## src/rtl/stg2if_if.sv

```systemverilog
// Fetch-stage handshake bundle: address-stage beat and decode controls in,
// registered instruction/PC and the PC-hold stall out.
`ifndef SIZE_ADDR
`define SIZE_ADDR 32
`endif
`ifndef SIZE_DATA
`define SIZE_DATA 32
`endif

interface stg2if_if #(
    parameter int ADDR_W = `SIZE_ADDR,
    parameter int INSN_W = `SIZE_DATA
);
    logic [INSN_W-1:0] iw_mem_data;
    logic [ADDR_W-1:0] iw_pc;
    logic              iw_ia_valid;
    logic              iw_stall;
    logic              iw_flush;
    logic [INSN_W-1:0] ow_instr;
    logic [ADDR_W-1:0] ow_pc;
    logic              ow_if_valid;
    logic              ow_stall;

    modport master (
        output iw_mem_data, iw_pc, iw_ia_valid, iw_stall, iw_flush,
        input  ow_instr, ow_pc, ow_if_valid, ow_stall
    );

    modport slave (
        input  iw_mem_data, iw_pc, iw_ia_valid, iw_stall, iw_flush,
        output ow_instr, ow_pc, ow_if_valid, ow_stall
    );
endinterface

```

## src/rtl/stg2if.sv

```systemverilog
// Instruction-fetch stage: output register plus one-entry skid, with a kill
// flag that drops the beat following any stall or flush.
module stg2if #(
    parameter int ADDR_W = `SIZE_ADDR,
    parameter int INSN_W = `SIZE_DATA
) (
    input  logic      iw_clk,
    input  logic      iw_rst,
    stg2if_if.slave   bus
);
    typedef enum logic [1:0] {EMPTY = 2'd0, ONE = 2'd1, FULL = 2'd2} cnt_e;

    cnt_e              state, state_n;
    logic              r_kill;
    logic [INSN_W-1:0] out_instr, skid_instr;
    logic [ADDR_W-1:0] out_pc, skid_pc;
    logic              enq, deq;
    logic              load_out, load_skid, move_skid;

    assign bus.ow_if_valid = (state != EMPTY);
    assign bus.ow_stall    = (state == FULL) | ((state != EMPTY) & bus.iw_stall);
    assign bus.ow_instr    = out_instr;
    assign bus.ow_pc       = out_pc;

    // A beat one cycle after stall/flush belongs to a held or old-path address.
    assign enq = bus.iw_ia_valid & ~r_kill & ~bus.iw_flush;
    assign deq = bus.ow_if_valid & ~bus.iw_stall;

    always_ff @(posedge iw_clk or posedge iw_rst) begin
        if (iw_rst) begin
            state  <= EMPTY;
            r_kill <= 1'b0;
        end else begin
            state  <= state_n;
            r_kill <= bus.iw_flush | bus.ow_stall;
        end
    end

    always_comb begin
        state_n   = state;
        load_out  = 1'b0;
        load_skid = 1'b0;
        move_skid = 1'b0;
        if (bus.iw_flush) begin
            state_n = EMPTY;
        end else begin
            case (state)
                EMPTY: if (enq) begin
                    load_out = 1'b1;
                    state_n  = ONE;
                end
                ONE: begin
                    if (enq && deq) begin
                        load_out = 1'b1;
                    end else if (enq) begin
                        load_skid = 1'b1;
                        state_n   = FULL;
                    end else if (deq) begin
                        state_n = EMPTY;
                    end
                end
                FULL: if (deq) begin
                    move_skid = 1'b1;
                    state_n   = ONE;
                end
                default: state_n = EMPTY;
            endcase
        end
    end

    always_ff @(posedge iw_clk or posedge iw_rst) begin
        if (iw_rst) begin
            out_instr  <= '0;
            out_pc     <= '0;
            skid_instr <= '0;
            skid_pc    <= '0;
        end else begin
            if (load_out) begin
                out_instr <= bus.iw_mem_data;
                out_pc    <= bus.iw_pc;
            end else if (move_skid) begin
                out_instr <= skid_instr;
                out_pc    <= skid_pc;
            end
            if (load_skid) begin
                skid_instr <= bus.iw_mem_data;
                skid_pc    <= bus.iw_pc;
            end
        end
    end
endmodule

```

## src/flat_wrapper.sv

```systemverilog
// flat-port wrapper written by rule: the top's interface ports become plain ports
module stg2if_flat 
#(
    parameter int ADDR_W = `SIZE_ADDR,
    parameter int INSN_W = `SIZE_DATA
)
  (iw_clk, iw_rst, bus_iw_mem_data, bus_iw_pc, bus_iw_ia_valid, bus_iw_stall, bus_iw_flush, bus_ow_instr, bus_ow_pc, bus_ow_if_valid, bus_ow_stall);
  stg2if_if #(.ADDR_W(ADDR_W), .INSN_W(INSN_W)) bus_i ();
  input  logic iw_clk;
  input  logic iw_rst;
  input wire logic [$bits(bus_i.iw_mem_data)-1:0] bus_iw_mem_data;
  input wire logic [$bits(bus_i.iw_pc)-1:0] bus_iw_pc;
  input wire logic [$bits(bus_i.iw_ia_valid)-1:0] bus_iw_ia_valid;
  input wire logic [$bits(bus_i.iw_stall)-1:0] bus_iw_stall;
  input wire logic [$bits(bus_i.iw_flush)-1:0] bus_iw_flush;
  output wire logic [$bits(bus_i.ow_instr)-1:0] bus_ow_instr;
  output wire logic [$bits(bus_i.ow_pc)-1:0] bus_ow_pc;
  output wire logic [$bits(bus_i.ow_if_valid)-1:0] bus_ow_if_valid;
  output wire logic [$bits(bus_i.ow_stall)-1:0] bus_ow_stall;
  assign bus_i.iw_mem_data = bus_iw_mem_data;
  assign bus_i.iw_pc = bus_iw_pc;
  assign bus_i.iw_ia_valid = bus_iw_ia_valid;
  assign bus_i.iw_stall = bus_iw_stall;
  assign bus_i.iw_flush = bus_iw_flush;
  assign bus_ow_instr = bus_i.ow_instr;
  assign bus_ow_pc = bus_i.ow_pc;
  assign bus_ow_if_valid = bus_i.ow_if_valid;
  assign bus_ow_stall = bus_i.ow_stall;
  stg2if #(.ADDR_W(ADDR_W), .INSN_W(INSN_W)) u_core (.iw_clk(iw_clk), .iw_rst(iw_rst), .bus(bus_i));
endmodule
```

## config.mk

```make
export PLATFORM = sky130hd
export DESIGN_NAME = stg2if_flat
export DESIGN_NICKNAME = d
export VERILOG_FILES = /design/src/rtl/stg2if_if.sv /design/src/rtl/stg2if.sv /design/src/flat_wrapper.sv
export SDC_FILE = /design/constraint.sdc
export NUM_CORES = 1
export LEC_CHECK = 0
export ABC_AREA = 1
export CAP_MARGIN = 40
export CORE_UTILIZATION = 23
export CTS_BUF_LIST = sky130_fd_sc_hd__clkbuf_4
export DETAILED_ROUTE_END_ITERATION = 10
export PLACE_DENSITY = 0.4
export SYNTH_ARGS = -nofsm -noshare
export SYNTH_HDL_FRONTEND = slang
export SYNTH_SLANG_ARGS = --single-unit
```

## constraint.sdc

```tcl
create_clock -name iw_clk -period 5.45 [get_ports iw_clk]
set_clock_uncertainty 0.1 [all_clocks]
set_input_delay 0.8175 -clock iw_clk [delete_from_list [all_inputs] [get_ports iw_clk]]
set_output_delay 0.8175 -clock iw_clk [all_outputs]
set_load 0.05 [all_outputs]
```

==> reports/qor.csv, run 1 <==
metric,value,unit
number of global-route vias before repair,4514,
"Cell Area, Synth",5780,sq um
Max Buffers Root-to-Sink,2,
full die area,25800,sq um
Total GRT Usage,12.2,%
Worst slew margin,43.7,%
top-area cell type share of the netlist area,56.7,%
DR DRC count,0,
critical path type,input port to output pin,
Final period util,60.9,%
"most common cell after layout, fill and taps aside",nand2_1,
P per Cell Area,581,nW/um^2
startpoint types,input port,
PortBufs,134,
dpl hpwl,9950,um
dpl cell area,7340,sq um
count of max-cap constraint violations,0,
actual slew at the worst max-slew pin,0.844,ns
fillers,2520,
Final Hold Viols,0,
Die H,160,um
vias,4450,
Worst-path clk slew,0.10,ns
max incr delay on CP,0.80,ns
Max H-tree Level,4,
WP data arrival,2.40,ns
Via-to-Cell Ratio,4.26,
Synth Area per Inst,9.82,sq um
Post-Synthesis Net Count,657,
final setup margin,2.13,ns
Final GP Congestion,0.747,
critical path required time,4.53,ns
Pre-antenna DRT Iters,4,
Rows,57,
fin area,7660,sq um
Syn Inst Count,588,
"top cells by area, synth","dfrtp_1, nand2_1, o21ai_2",
highest-count cells in the layout ignoring fill and taps,"nand2_1, clkdlybuf4s50_1, dfrtp_1",
largest net degree at the start of global routing,87,
#FFs+latches synth,131,
DP Worst Slack,1.81,ns
Yosys top cell by area,dfrtp_1,
RSZ-0062 raised after global routing,false,
Die X-Extent,160,um
worst path cell trace,clkdlybuf4s50_1 > nand2_1 > nand2_1 > clkdlybuf4s50_1,
Core ar.,24500,sq um
initial drt markers,262,
Tmin final,3.32,ns
CP max-delay cell,clkdlybuf4s50_1,
Yosys warning count,0,
total grt overflow,0,
FMAX,0.301,GHz
TritonCTS Sinks,131,
worst hold path type,register to register,
Layout area overhead,32.6,%
Initial Utilization,23.6,%
# resized after CTS,0,
"Seq/Total Area, Yosys",56.7,%
DR WL/cell,14.3,um
status,finished clean,
first-pass GRT wire length,24500,um
Slew Limit Fails,0,
setup TNS,0,ns
Critical Path End Type,output pin,
worst vdd ir,0.307,mV
root buf cell,clkbuf_4,
Ports,135,
Yosys cell types,19,
insertion delay to the later sink of the worst-skew pair,0.52,ns
critical path peak fanout,5,
antenna violations before repair,1,
Util after Layout,31.3,%
endpoints failing setup,0,
hold buffers post-CTS,0,
Detailed Route WL,14900,um
ANT nets after route,0,
leak pwr,0.00341,uW
CTS tree,yes,
final net count,776,
postcts setup bufs,0,
share of layout cells above drive strength 1,14.0,%
CTS buffer count,17,
final hold slack,0.390,ns
## stage by stage
stage | instances | total power (uW)
finish | 1045 | 4450
CTS | 1044 | 4520
global route | 1045 | 4720
detailed placement | 1012 | 3770
floorplan | 588 | 3060
global placement | 1010 | 3730
## area by class of cell
type	count	area [sq um]	share of cell area (%)
clock inverters	15	188	2.45
repair buffers	141	1430	18.6
well taps	324	405	5.29
flip-flops and latches	131	3280	42.8
inverters	71	272	3.55
clock buffers	17	128	1.67
diodes	1	2.50	0.0327
multi-input cells	345	1960	25.6
## layer usage
metal | vias up | routed length, um | GRT usage, %
li1 | 2197 | - | -
met1 | 2119 | 7320 | 17.0
met4 | 0 | 111 | 3.51
met5 | - | 0 | 0
met3 | 9 | 809 | 3.80
met2 | 125 | 6670 | 18.1
## cells in the mapped netlist
library cell	count
dfrtp_1	131
nor2_1	4
buf_6	12
buf_4	8
nand3_1	69
o211ai_1	64
nand2_1	138
nand3_2	1
nor2_4	1
clkbuf_2	1
inv_1	68
o21ai_2	55
o21ai_1	9
buf_2	20
nor2_2	1
inv_2	3
o31ai_1	1
nand4_1	1
a21oi_1	1
## power by group
group          internal [uW]  total [uW]  switching, uW  leakage, uW
combinational            733        2030           1300      0.00158
clock                    360         731            371     0.000163
sequential              1420        1690            271      0.00167
## worst max-delay path: cells and delay by family
kind / cells / cell delay (ns)
buf+inv: 2 / 1.40
simple gates: 2 / 0.18
## path summary, 6_finish.rpt
path / startpoint / end / slack (ns) / cells past startpoint
worst max-delay path: bus_iw_stall / bus_ow_stall / 2.13 / 4
worst min-delay path: u_core.skid_instr[7] / u_core.skid_instr[7] / 0.39 / 2
worst max register to register: u_core.state[0] / u_core.bus.ow_pc[7] / 2.78 / 6
worst min register to register: u_core.skid_instr[7] / u_core.skid_instr[7] / 0.39 / 2
max in group asynchronous: iw_rst / u_core.skid_instr[7] / 3.59 / 4
min in group asynchronous: iw_rst / u_core.bus.ow_pc[15] / 0.44 / 2
## registers in the layout, indices dropped and copies added, names as in the netlist
name and count:
u_core.bus.ow_instr 32, u_core.r_kill 1, u_core.state 2, u_core.skid_instr 32, u_core.bus.ow_pc 32, u_core.skid_pc 32
## logic make-up after synthesis
logic type / synth area share [%]
and+or+nand+nor: 15.8
DFF: 56.7
AOI/OAI and AO/OA: 17.7
buffers and inverters: 9.81
No activity file was read; power rests on OpenSTA's default activity.
==> inputs of run 2 (changes only) <==
==> constraint.sdc (replaced) <==
create_clock -name iw_clk -period 3.2 [get_ports iw_clk]
set_clock_uncertainty 0.1 [all_clocks]
set_input_delay 0.48 -clock iw_clk [delete_from_list [all_inputs] [get_ports iw_clk]]
set_output_delay 0.48 -clock iw_clk [all_outputs]
set_load 0.05 [all_outputs]
==> run 2 against run 1 <==
- wire length rose by 2.2%
- core utilization up 0.43 points
- critical path depth shrank 1
- worst hold slack better by 0.0018 ns
- non-clock buffer count is 5 higher
- largest power group unchanged
==> reports/qor.csv, run 2 (synthesis gave the netlist of run 1 again) <==
metric,value,unit
worst vdd ir,0.382,mV
full die area,25800,sq um
Slew Limit Fails,0,
Max Buffers Root-to-Sink,2,
Tmin final,2.69,ns
CP dominant cell by count,nand2_1,
endpoints failing setup,0,
Worst-path clk slew,0.12,ns
Core ar.,24500,sq um
largest net degree at the start of global routing,130,
# resized after CTS,0,
critical path required time,2.62,ns
antenna violations before repair,1,
Layout area overhead,34.4,%
count of max-cap constraint violations,0,
Worst slew margin,46.0,%
worst path cell trace,nand2_1 > nand2_1 > clkdlybuf4s50_1,
Cells after DPL,1016,
critical path peak fanout,5,
insertion delay to the later sink of the worst-skew pair,0.52,ns
fin area,7760,sq um
Ports,135,
TritonCTS Sinks,131,
status,finished clean,
Pre-antenna DRT Iters,4,
worst hold path type,register to register,
Final GP Congestion,0.736,
"most common cell after layout, fill and taps aside",nand2_1,
crit-path leading delay family,buffers and inverters,
Rows,57,
dpl cell area,7410,sq um
max incr delay on CP,0.80,ns
Critical Path End Type,output pin,
RSZ-0062 raised after global routing,false,
PortBufs,134,
vias,4486,
fin cells,1050,
CP max-delay cell,clkdlybuf4s50_1,
Die H,160,um
ANT nets after route,0,
Initial Utilization,23.6,%
Max H-tree Level,4,
leak pwr,0.00346,uW
initial drt markers,263,
Via-to-Cell Ratio,4.27,
actual slew at the worst max-slew pin,0.810,ns
DP Worst Slack,0.561,ns
P per Cell Area,990,nW/um^2
DR DRC count,0,
CTS buffer count,17,
root buf cell,clkbuf_4,
Detailed Route WL,15200,um
Total GRT Usage,12.3,%
number of buffers and inverters on the critical path,1,
critical path type,register to output pin,
startpoint types,register,
share of layout cells above drive strength 1,14.2,%
FMAX,0.371,GHz
Die X-Extent,160,um
total grt overflow,0,
dpl hpwl,9540,um
DR WL/cell,14.5,um
CTS tree,yes,
highest-count cells in the layout ignoring fill and taps,"nand2_1, clkdlybuf4s50_1, dfrtp_1",
final net count,781,
Final period util,84.2,%
Final Hold Viols,0,
first-pass GRT wire length,24700,um
number of global-route vias before repair,4511,
WP data arrival,2.11,ns
setup TNS,0,ns
final setup margin,0.506,ns
[run 2: cell types whose count changed in the layout (fill, tap and decap cells not counted)]
cell	delta
buf_12	+5
clkinv_2	-3
bufinv_16	+1
clkinv_4	+3
inv_6	-2
buf_16	-1
clkinv_1	+2
clkinvlp_4	-1
dlygate4sd3_1	+1
[run 2: per-layer routing]
layer / GRT usage [%] / vias up / part of all wire (%)
met1: 16.7 / 2156 / 49
met2: 19.0 / 119 / 46
met5: 0 / - / 0
met3: 3.72 / 9 / 5.0
li1: - / 2202 / -
met4: 2.94 / 0 / 0.83
[run 2: worst register-to-register path, stage by stage, from the launching register on]
cell,delay [ns]
dfrtp_1,0.47
nor2_1,0.25
nand3_4,0.29
inv_2,0.15
buf_12,0.33
nand2_1,0.13
o211ai_1,0.12
[run 2: path summary, 6_finish.rpt]
| path | cells past startpoint | slack [ns] | endpoint | startpoint |
|---|---|---|---|---|
| worst max-delay path | 3 | 0.51 | bus_ow_stall | u_core.state[1] |
| worst min-delay path | 2 | 0.39 | u_core.skid_pc[0] | u_core.skid_pc[0] |
| worst max register to register | 6 | 1.27 | u_core.bus.ow_pc[22] | u_core.state[0] |
| worst min register to register | 2 | 0.39 | u_core.skid_pc[0] | u_core.skid_pc[0] |
| max in group asynchronous | 5 | 1.64 | u_core.skid_instr[12] | iw_rst |
| min in group asynchronous | 3 | 0.62 | u_core.bus.ow_pc[14] | iw_rst |
[run 2: repair_timing]
action	in CTS	in global routing
hold buffers	1	0
hold endpoints to repair	1	0
setup buffers	0	0
[run 2: cell type report]
type,count,area (sq um)
flip-flops and latches,131,3280
repair buffers,146,1510
inverters,71,270
diodes,1,2.50
well taps,324,405
clock buffers,17,128
fillers,2491,16700
multi-input cells,345,1960
clock inverters,15,213
[run 2: power by group]
part | total [uW] | leakage (uW) | internal [uW] | switching [uW]
Combinational | 3490 | 0.00161 | 1260 | 2220
Clock | 1340 | 0.000176 | 693 | 648
Sequential | 2860 | 0.00167 | 2420 | 442
[run 2: per-stage QoR]
| step | hold slack (ns) | util (%) | total power, uW |
|---|---|---|---|
| 2_1_floorplan | 0.355 | - | 5200 |
| 3_3_place_gp | 0.363 | 30.2 | 6350 |
| 3_5_place_dp | 0.367 | 30.3 | 6420 |
| 4_1_cts | 0.350 | 31.7 | 7800 |
| 5_1_grt | 0.354 | 31.7 | 8150 |
| 6_report | 0.392 | 31.7 | 7680 |
